==> config.mk <==
export PLATFORM = sky130hd
export DESIGN_NAME = dispense_sequencer_flat
export DESIGN_NICKNAME = d
export VERILOG_FILES = /design/src/rtl/dispense_sequencer_if.sv /design/src/rtl/dispense_sequencer.sv /design/src/flat_wrapper.sv
export SDC_FILE = /design/constraint.sdc
export NUM_CORES = 1
export LEC_CHECK = 0
export BUFFER_PORTS_ARGS = -buffer_cell sky130_fd_sc_hd__buf_2
export CAP_MARGIN = 15
export CORE_ASPECT_RATIO = 0.9
export CORE_MARGIN = 4
export CORE_UTILIZATION = 54
export DETAILED_ROUTE_END_ITERATION = 7
export PLACE_DENSITY_LB_ADDON = 0.3
export SLEW_MARGIN = 20
export SYNTH_ARGS = -nofsm -noshare
export SYNTH_HDL_FRONTEND = slang
export SYNTH_SLANG_ARGS = --single-unit
==> constraint.sdc <==
create_clock -name clk -period 2.4 [get_ports clk]
set_input_delay 0.36 -clock clk [delete_from_list [all_inputs] [get_ports clk]]
set_output_delay 0.36 -clock clk [all_outputs]
set_load 0.1 [all_outputs]
==> src/rtl/dispense_sequencer_if.sv <==
// rtl/dispense_sequencer_if.sv - request, sensor and indicator signals of the dispense sequencer
interface dispense_sequencer_if;
    logic       dispense_req;
    logic       cup_ok;
    logic       fault_clr;
    logic       busy;
    logic       cup_drop;
    logic       valve_open;
    logic       led_yellow;
    logic       led_green;
    logic       fault;
    logic [7:0] served_cnt;

    modport master (
        output dispense_req, cup_ok, fault_clr,
        input  busy, cup_drop, valve_open, led_yellow, led_green, fault, served_cnt
    );

    modport slave (
        input  dispense_req, cup_ok, fault_clr,
        output busy, cup_drop, valve_open, led_yellow, led_green, fault, served_cnt
    );
endinterface

==> src/rtl/dispense_sequencer.sv <==
// rtl/dispense_sequencer.sv - cup drop, timed pour and done sequencing with cup fault guard
module dispense_sequencer #(
    parameter int CUP_CYCLES  = 4,
    parameter int POUR_CYCLES = 16,
    parameter int DONE_CYCLES = 8,
    parameter int CNT_W       = 8
) (
    input logic                 clk,
    input logic                 rst,
    dispense_sequencer_if.slave bus
);

    typedef enum logic [2:0] {
        IDLE  = 3'd0,
        CUP   = 3'd1,
        POUR  = 3'd2,
        DONE  = 3'd3,
        FAULT = 3'd4
    } state_t;

    localparam logic [CNT_W-1:0] CUP_LAST  = CNT_W'(CUP_CYCLES - 1);
    localparam logic [CNT_W-1:0] POUR_LAST = CNT_W'(POUR_CYCLES - 1);
    localparam logic [CNT_W-1:0] DONE_LAST = CNT_W'(DONE_CYCLES - 1);

    state_t           state;
    state_t           state_next;
    logic [CNT_W-1:0] cnt;
    logic [CNT_W-1:0] cnt_next;
    logic             pending;
    logic             pending_next;
    logic [7:0]       served;
    logic [7:0]       served_next;
    logic             phase_end;

    assign phase_end = (cnt == '0);

    // State, phase counter, pending flag and served counter registers
    always_ff @(posedge clk) begin
        if (rst) begin
            state   <= IDLE;
            cnt     <= '0;
            pending <= 1'b0;
            served  <= 8'd0;
        end else begin
            state   <= state_next;
            cnt     <= cnt_next;
            pending <= pending_next;
            served  <= served_next;
        end
    end

    // Next-state logic; a phase counter reload always accompanies entry into a timed state
    always_comb begin
        state_next   = state;
        cnt_next     = (cnt != '0) ? cnt - 1'b1 : '0;
        pending_next = pending;
        served_next  = served;
        unique case (state)
            IDLE: begin
                if (bus.dispense_req) begin
                    state_next = CUP;
                    cnt_next   = CUP_LAST;
                end
            end
            CUP: begin
                if (bus.dispense_req) begin
                    pending_next = 1'b1;
                end
                if (phase_end) begin
                    if (bus.cup_ok) begin
                        state_next = POUR;
                        cnt_next   = POUR_LAST;
                    end else begin
                        state_next   = FAULT;
                        pending_next = 1'b0;
                    end
                end
            end
            POUR: begin
                if (bus.dispense_req) begin
                    pending_next = 1'b1;
                end
                if (!bus.cup_ok) begin
                    state_next   = FAULT;
                    pending_next = 1'b0;
                end else if (phase_end) begin
                    state_next  = DONE;
                    cnt_next    = DONE_LAST;
                    served_next = served + 8'd1;
                end
            end
            DONE: begin
                if (phase_end) begin
                    // A request on the last cycle is served directly instead of being queued
                    if (pending || bus.dispense_req) begin
                        state_next   = CUP;
                        cnt_next     = CUP_LAST;
                        pending_next = 1'b0;
                    end else begin
                        state_next = IDLE;
                    end
                end else if (bus.dispense_req) begin
                    pending_next = 1'b1;
                end
            end
            FAULT: begin
                cnt_next = '0;
                if (bus.fault_clr) begin
                    state_next = IDLE;
                end
            end
            default: begin
                state_next   = IDLE;
                cnt_next     = '0;
                pending_next = 1'b0;
            end
        endcase
    end

    // Moore output decode from the registered state only
    always_comb begin
        bus.busy       = (state == CUP) || (state == POUR) || (state == DONE);
        bus.cup_drop   = (state == CUP);
        bus.valve_open = (state == POUR);
        bus.led_yellow = (state == CUP) || (state == POUR);
        bus.led_green  = (state == DONE);
        bus.fault      = (state == FAULT);
        bus.served_cnt = served;
    end

endmodule

==> src/flat_wrapper.sv <==
// flat-port wrapper written by rule: the top's interface ports become plain ports
module dispense_sequencer_flat 
#(
    parameter int CUP_CYCLES  = 4,
    parameter int POUR_CYCLES = 16,
    parameter int DONE_CYCLES = 8,
    parameter int CNT_W       = 8
)
  (clk, rst, bus_dispense_req, bus_cup_ok, bus_fault_clr, bus_busy, bus_cup_drop, bus_valve_open, bus_led_yellow, bus_led_green, bus_fault, bus_served_cnt);
  dispense_sequencer_if bus_i ();
  input logic clk;
  input logic rst;
  input wire logic [$bits(bus_i.dispense_req)-1:0] bus_dispense_req;
  input wire logic [$bits(bus_i.cup_ok)-1:0] bus_cup_ok;
  input wire logic [$bits(bus_i.fault_clr)-1:0] bus_fault_clr;
  output wire logic [$bits(bus_i.busy)-1:0] bus_busy;
  output wire logic [$bits(bus_i.cup_drop)-1:0] bus_cup_drop;
  output wire logic [$bits(bus_i.valve_open)-1:0] bus_valve_open;
  output wire logic [$bits(bus_i.led_yellow)-1:0] bus_led_yellow;
  output wire logic [$bits(bus_i.led_green)-1:0] bus_led_green;
  output wire logic [$bits(bus_i.fault)-1:0] bus_fault;
  output wire logic [$bits(bus_i.served_cnt)-1:0] bus_served_cnt;
  assign bus_i.dispense_req = bus_dispense_req;
  assign bus_i.cup_ok = bus_cup_ok;
  assign bus_i.fault_clr = bus_fault_clr;
  assign bus_busy = bus_i.busy;
  assign bus_cup_drop = bus_i.cup_drop;
  assign bus_valve_open = bus_i.valve_open;
  assign bus_led_yellow = bus_i.led_yellow;
  assign bus_led_green = bus_i.led_green;
  assign bus_fault = bus_i.fault;
  assign bus_served_cnt = bus_i.served_cnt;
  dispense_sequencer #(.CUP_CYCLES(CUP_CYCLES), .POUR_CYCLES(POUR_CYCLES), .DONE_CYCLES(DONE_CYCLES), .CNT_W(CNT_W)) u_core (.clk(clk), .rst(rst), .bus(bus_i));
endmodule
# Word level (Yosys, flattened, before mapping)
# Cells that the tools add are included.
[classes]
n_addsub = 2
n_eq_ne = 10
n_mux = 24
bitwise_logic = 1
n_reduce_logical = 10
[op_table]
columns = ["operator", "n"]
rows = [
  ["$mux W8", 8],
  ["$pmux W8 S4", 1],
  ["$mux W3", 7],
  ["$pmux W3 S5", 1],
  ["$add A8 B1 Y8 const B", 1],
  ["$logic_not A8 Y1", 1],
  ["$reduce_bool A8 Y1", 1],
  ["$sub A8 B1 Y8 const B", 1],
  ["$eq A3 B2 Y1 const B", 2],
  ["$mux W1", 6],
  ["$reduce_and A5 Y1", 1],
  ["$ne A2 B1 Y1 const B", 2],
  ["$ne A2 B2 Y1 const B", 2],
  ["$pmux W1 S4", 1],
  ["$eq A3 B1 Y1 const B", 1],
  ["$eq A3 B3 Y1 const B", 1],
  ["$logic_not A3 Y1", 1],
  ["$logic_or A1 B1 Y1", 3],
  ["$ne A3 B2 Y1 const B", 1],
  ["$ne A3 B3 Y1 const B", 1],
  ["$reduce_and A3 Y1", 1],
  ["$reduce_and A2 Y1", 1],
  ["$reduce_or A2 Y1", 1],
  ["$not A1 Y1", 1],
]
[totals]
regBits = 20
inputBits = 5
out_inout_bits = 14
wordCells = 51

# Longest topological paths before layout
[logic_depth]
ltp_word = 5
depth_mapped = 6
ltp_nobuf = 6

# Worst setup path after synthesis
# No wires, ideal clock.
[synth_timing]
kind = "register -> output"
from = "register u_core.state[1]"
to = "output bus_valve_open"
t_arrival_ns = 2.667
required_ns = 2.040
path_slack_ns = -0.627
stages_incl_launch_ff = 4
path_buffers = 1
cell_sequence = "dfxtp_1 buf_2 inv_1 nor3_1"
[synth_between]
elab_chain_cells = 1
[synth_lines]
columns = ["element", "line", "text"]
rows = [
  ["start: declaration", "dispense_sequencer.sv:25", "state_t state;"],
  ["start signal: assignment", "dispense_sequencer.sv:45", "state <= state_next;"],
  ["$eq A3 B2 Y1", "dispense_sequencer.sv:124", "bus.valve_open = (state == POUR);"],
  ["end: declaration", "flat_wrapper.sv:18", "output wire logic [$bits(bus_i.valve_open)-1:0] bus_valve_open;"],
]
# No other way between the ends.

# Final worst setup path
[layout_timing]
from = "register u_core.state[1]"
to = "output bus_fault"
[layout_between]
elab_chain_cells = 1
[layout_lines]
columns = ["element", "line", "text"]
rows = [
  ["$eq A3 B3 Y1", "dispense_sequencer.sv:127", "bus.fault = (state == FAULT);"],
  ["end: declaration", "flat_wrapper.sv:21", "output wire logic [$bits(bus_i.fault)-1:0] bus_fault;"],
]
# No other way between the ends.

==> impl_metrics.py <==
metrics = {
    "logic_synthesis": {
        "yosys.area.top_type": "dfxtp_1",
        "ys_types": 36,
        "synth_edf_count": 0,
        "yosys_register_bits": 20,
        "ys.warnings.count": 0,
        "synth-async-reset-ratio": 0,
        "netlist_area_um2": 1070,
        "synth_common_cells": "dfxtp_1 (20), nor2_1 (20), nand2_1 (11)",
        "synthFlopType": "dfxtp_1",
        "synth-seq-area-share": 0.374,
        "avgSynthCellArea_um2": 8.36,
        "postSynthCellCount": 128,
        "synth_nets": 136,
        "synthTopCellsByArea": "dfxtp_1 (37%), nor2_1 (7.0%), xor2_1 (4.9%), nand2_1 (3.9%), ha_1 (3.5%)",
        "synth_top_area_share": 0.374,
    },
    "floorplan": {
        "initial_core_util": 0.605,
        "die-width_um": 54.9,
        "core_area_um2": 1770,
        "io_pins": 19,
        "row_count": 14,
        "fp.dieH_um": 50.2,
        "dieArea_um2": 2760,
    },
    "clocking": {
        "tritoncts": "built",
        "cts-buffers-inserted": 3,
        "clkSlewWorstSetupHoldPaths_ns": 0.12,
        "cts_buffer_depth": 2,
        "ctsHoldBuffers": 0,
        "cts_root_buf": "clkbuf_4",
        "htree_levels": 1,
        "cts.sinks": 20,
        "clk_latency_ns": 0.30,
        "postCtsSetupBuffers": 0,
        "cts_resized": 0,
    },
    "drt": {
        "drc": 0,
        "ant_nets": 0,
        "via_count": 978,
        "post_drt_wl_per_cell_um": 13.2,
        "totalWireLength_mm": 2.26,
        "drt_iter0_markers": 29,
        "viasPerCell": 5.72,
        "dr.pass1.iters": 4,
    },
    "global_routing": {
        "grt_pass1_wl_mm": 3.84,
        "gr-usage-all-layers": 0.179,
        "grt_max_degree": 16,
        "first_global_vias": 877,
        "overflow": 0,
        "antenna_found_initial": 0,
    },
    "sta": {
        "post-route-min-period_ns": 2.08,
        "drv_slew": 0,
        "worstMarginPinSlew_ns": 0.590,
        "finalHoldViolations": 0,
        "rsz0062_at_grt": "no",
        "setup_violations": 0,
        "hold_slack_ns": 0.396,
        "max_freq_mhz": 480,
        "finalSetupTns_ns": 0,
        "period_share": 0.868,
        "skew_ns": 0.0120,
        "slew_headroom": 0.604,
    },
    "job": {
        "cap_violations": 0,
    },
    "finish": {
        "area_delta_synth_final_pct": 14.3,
        "final_nets": 156,
        "final_layout_size_suffix_gt1_frac": 0.184,
        "antenna_cells": 0,
        "stdcell_area_um2": 1220,
        "n_fill_cell": 152,
        "final_util": 0.691,
    },
    "worst_hold_path": {
        "hp-class": "primary input to flop",
    },
    "setup_path": {
        "critPathLaunchType": "flop",
        "crit_slowest_cell": "dfxtp_1",
        "worstSetupPathType": "flop to primary output",
        "cp-end-kind": "primary output",
        "critPathTopFamily": "simple AND/OR/NAND/NOR gates",
        "crit_chain": "nor2_1 > and2_1 > buf_2",
        "path_max_fanout": 14,
        "cp_data_arrival_time_ns": 1.72,
        "cp_slowest_stage_delay_ns": 0.46,
        "cp.required_ns": 2.04,
        "worst-path-buf-inv": 1,
    },
    "power_and_ir_drop": {
        "p_leak_nw": 0.543,
        "p_clk_frac": 0.114,
        "ir_drop_v": 0.000888,
        "pwr-share-comb": 0.566,
        "internal_power_mw": 0.837,
        "powerDensity_nw_per_um2": 1390,
        "switching_power_mw": 0.864,
        "switching_share": 0.508,
        "p_seq_frac": 0.320,
    },
    "status": {
        "outcome": "finished, final reports clean",
    },
    "placed_design": {
        "gp_congestion": 0.801,
        "detailed_place_hpwl_mm": 1.67,
        "placed_cell_area_um2": 1190,
        "numPortBuffers": 18,
    },
}
## final timing paths
check	start	endpoint	slack (ns)	cells past startpoint
max reg2reg	u_core.cnt[0]$_SDFF_PP0_	u_core.state[0]$_SDFFE_PP0P_	0.55	7
min	rst	u_core.bus.served_cnt[3]$_SDFFE_PP0P_	0.40	2
min reg2reg	u_core.bus.served_cnt[7]$_SDFFE_PP0P_	u_core.bus.served_cnt[7]$_SDFFE_PP0P_	0.50	2
max	u_core.state[1]$_SDFFE_PP0P_	bus_fault	0.32	3
## sequential cells by signal, summed over array words and instances (netlist names)
register / flops
u_core.state: 3
u_core.pending: 1
u_core.bus.served_cnt: 8
u_core.cnt: 8
## power by group through the flow
stage,clock network (mW),registers [mW],logic [mW]
2_1_floorplan,0,0.501,0.823
3_3_place_gp,0,0.547,0.938
3_5_place_dp,0,0.552,0.953
4_1_cts,0.200,0.544,0.963
5_1_grt,0.212,0.559,1.07
6_report,0.193,0.545,0.963
## cell families after synthesis
| family | Yosys count | synth area share |
|---|---|---|
| mux | 3 | 0.0281 |
| fa+ha+maj | 3 | 0.0351 |
| xor+xnor | 9 | 0.0737 |
| flops | 20 | 0.374 |
| buf+inv | 8 | 0.0292 |
| compound gates | 25 | 0.158 |
| simple gates | 60 | 0.302 |
## final cells by class
cell class,count,area (um^2),area share
flip-flops and latches,20,400,0.328
clock buffers,4,36.3,0.0297
repair buffers,19,97.6,0.0798
well taps,24,30.0,0.0246
multi-input cells,100,643,0.526
inverters,4,15.0,0.0123
## cells in the final DEF (no fill, tap or decap), types with 2 or more instances in the layout
| cell | instances |
|---|---|
| nor2_1 | 20 |
| dfxtp_1 | 20 |
| buf_2 | 18 |
| nand2_1 | 11 |
| o21ai_0 | 7 |
| xor2_1 | 6 |
| a21oi_1 | 6 |
| inv_1 | 4 |
| nand4_1 | 4 |
| xnor2_1 | 3 |
| or3_1 | 3 |
| mux2i_1 | 3 |
| ha_1 | 3 |
| clkbuf_4 | 3 |
| nand2b_1 | 2 |
| nor3b_1 | 2 |
| nand3_1 | 2 |
| and3_1 | 2 |
| nor2b_1 | 2 |
| or4_1 | 2 |
| a211oi_1 | 2 |
| nor3_1 | 2 |
| a311oi_1 | 2 |
| nand3b_1 | 2 |
| o41ai_1 | 2 |
## worst reg2reg max path, delay by kind of cell (launching register included)
kind | cells | cell delay, ns
adders and majority gates | 1 | 0.19
and+or+nand+nor | 2 | 0.28
AOI/OAI and AO/OA | 2 | 0.63
DFF | 1 | 0.41
buffers and inverters | 2 | 0.23
## stage by stage
stage | std cells | total power, mW | setup WS (ns)
after global placement | 167 | 1.48 | 0.685
after CTS | 171 | 1.71 | 0.318
final | 171 | 1.70 | 0.316
after floorplan | 128 | 1.32 | 0.0333
after global routing | 171 | 1.84 | 0.151
after detailed placement | 167 | 1.51 | 0.595
## per-layer routing
metal	track usage	wire length (um)
met1	0.252	1060
met3	0.0621	110
met2	0.276	1070
met4	0.0121	11
met5	0	0
(Power assumes the default switching activity.)
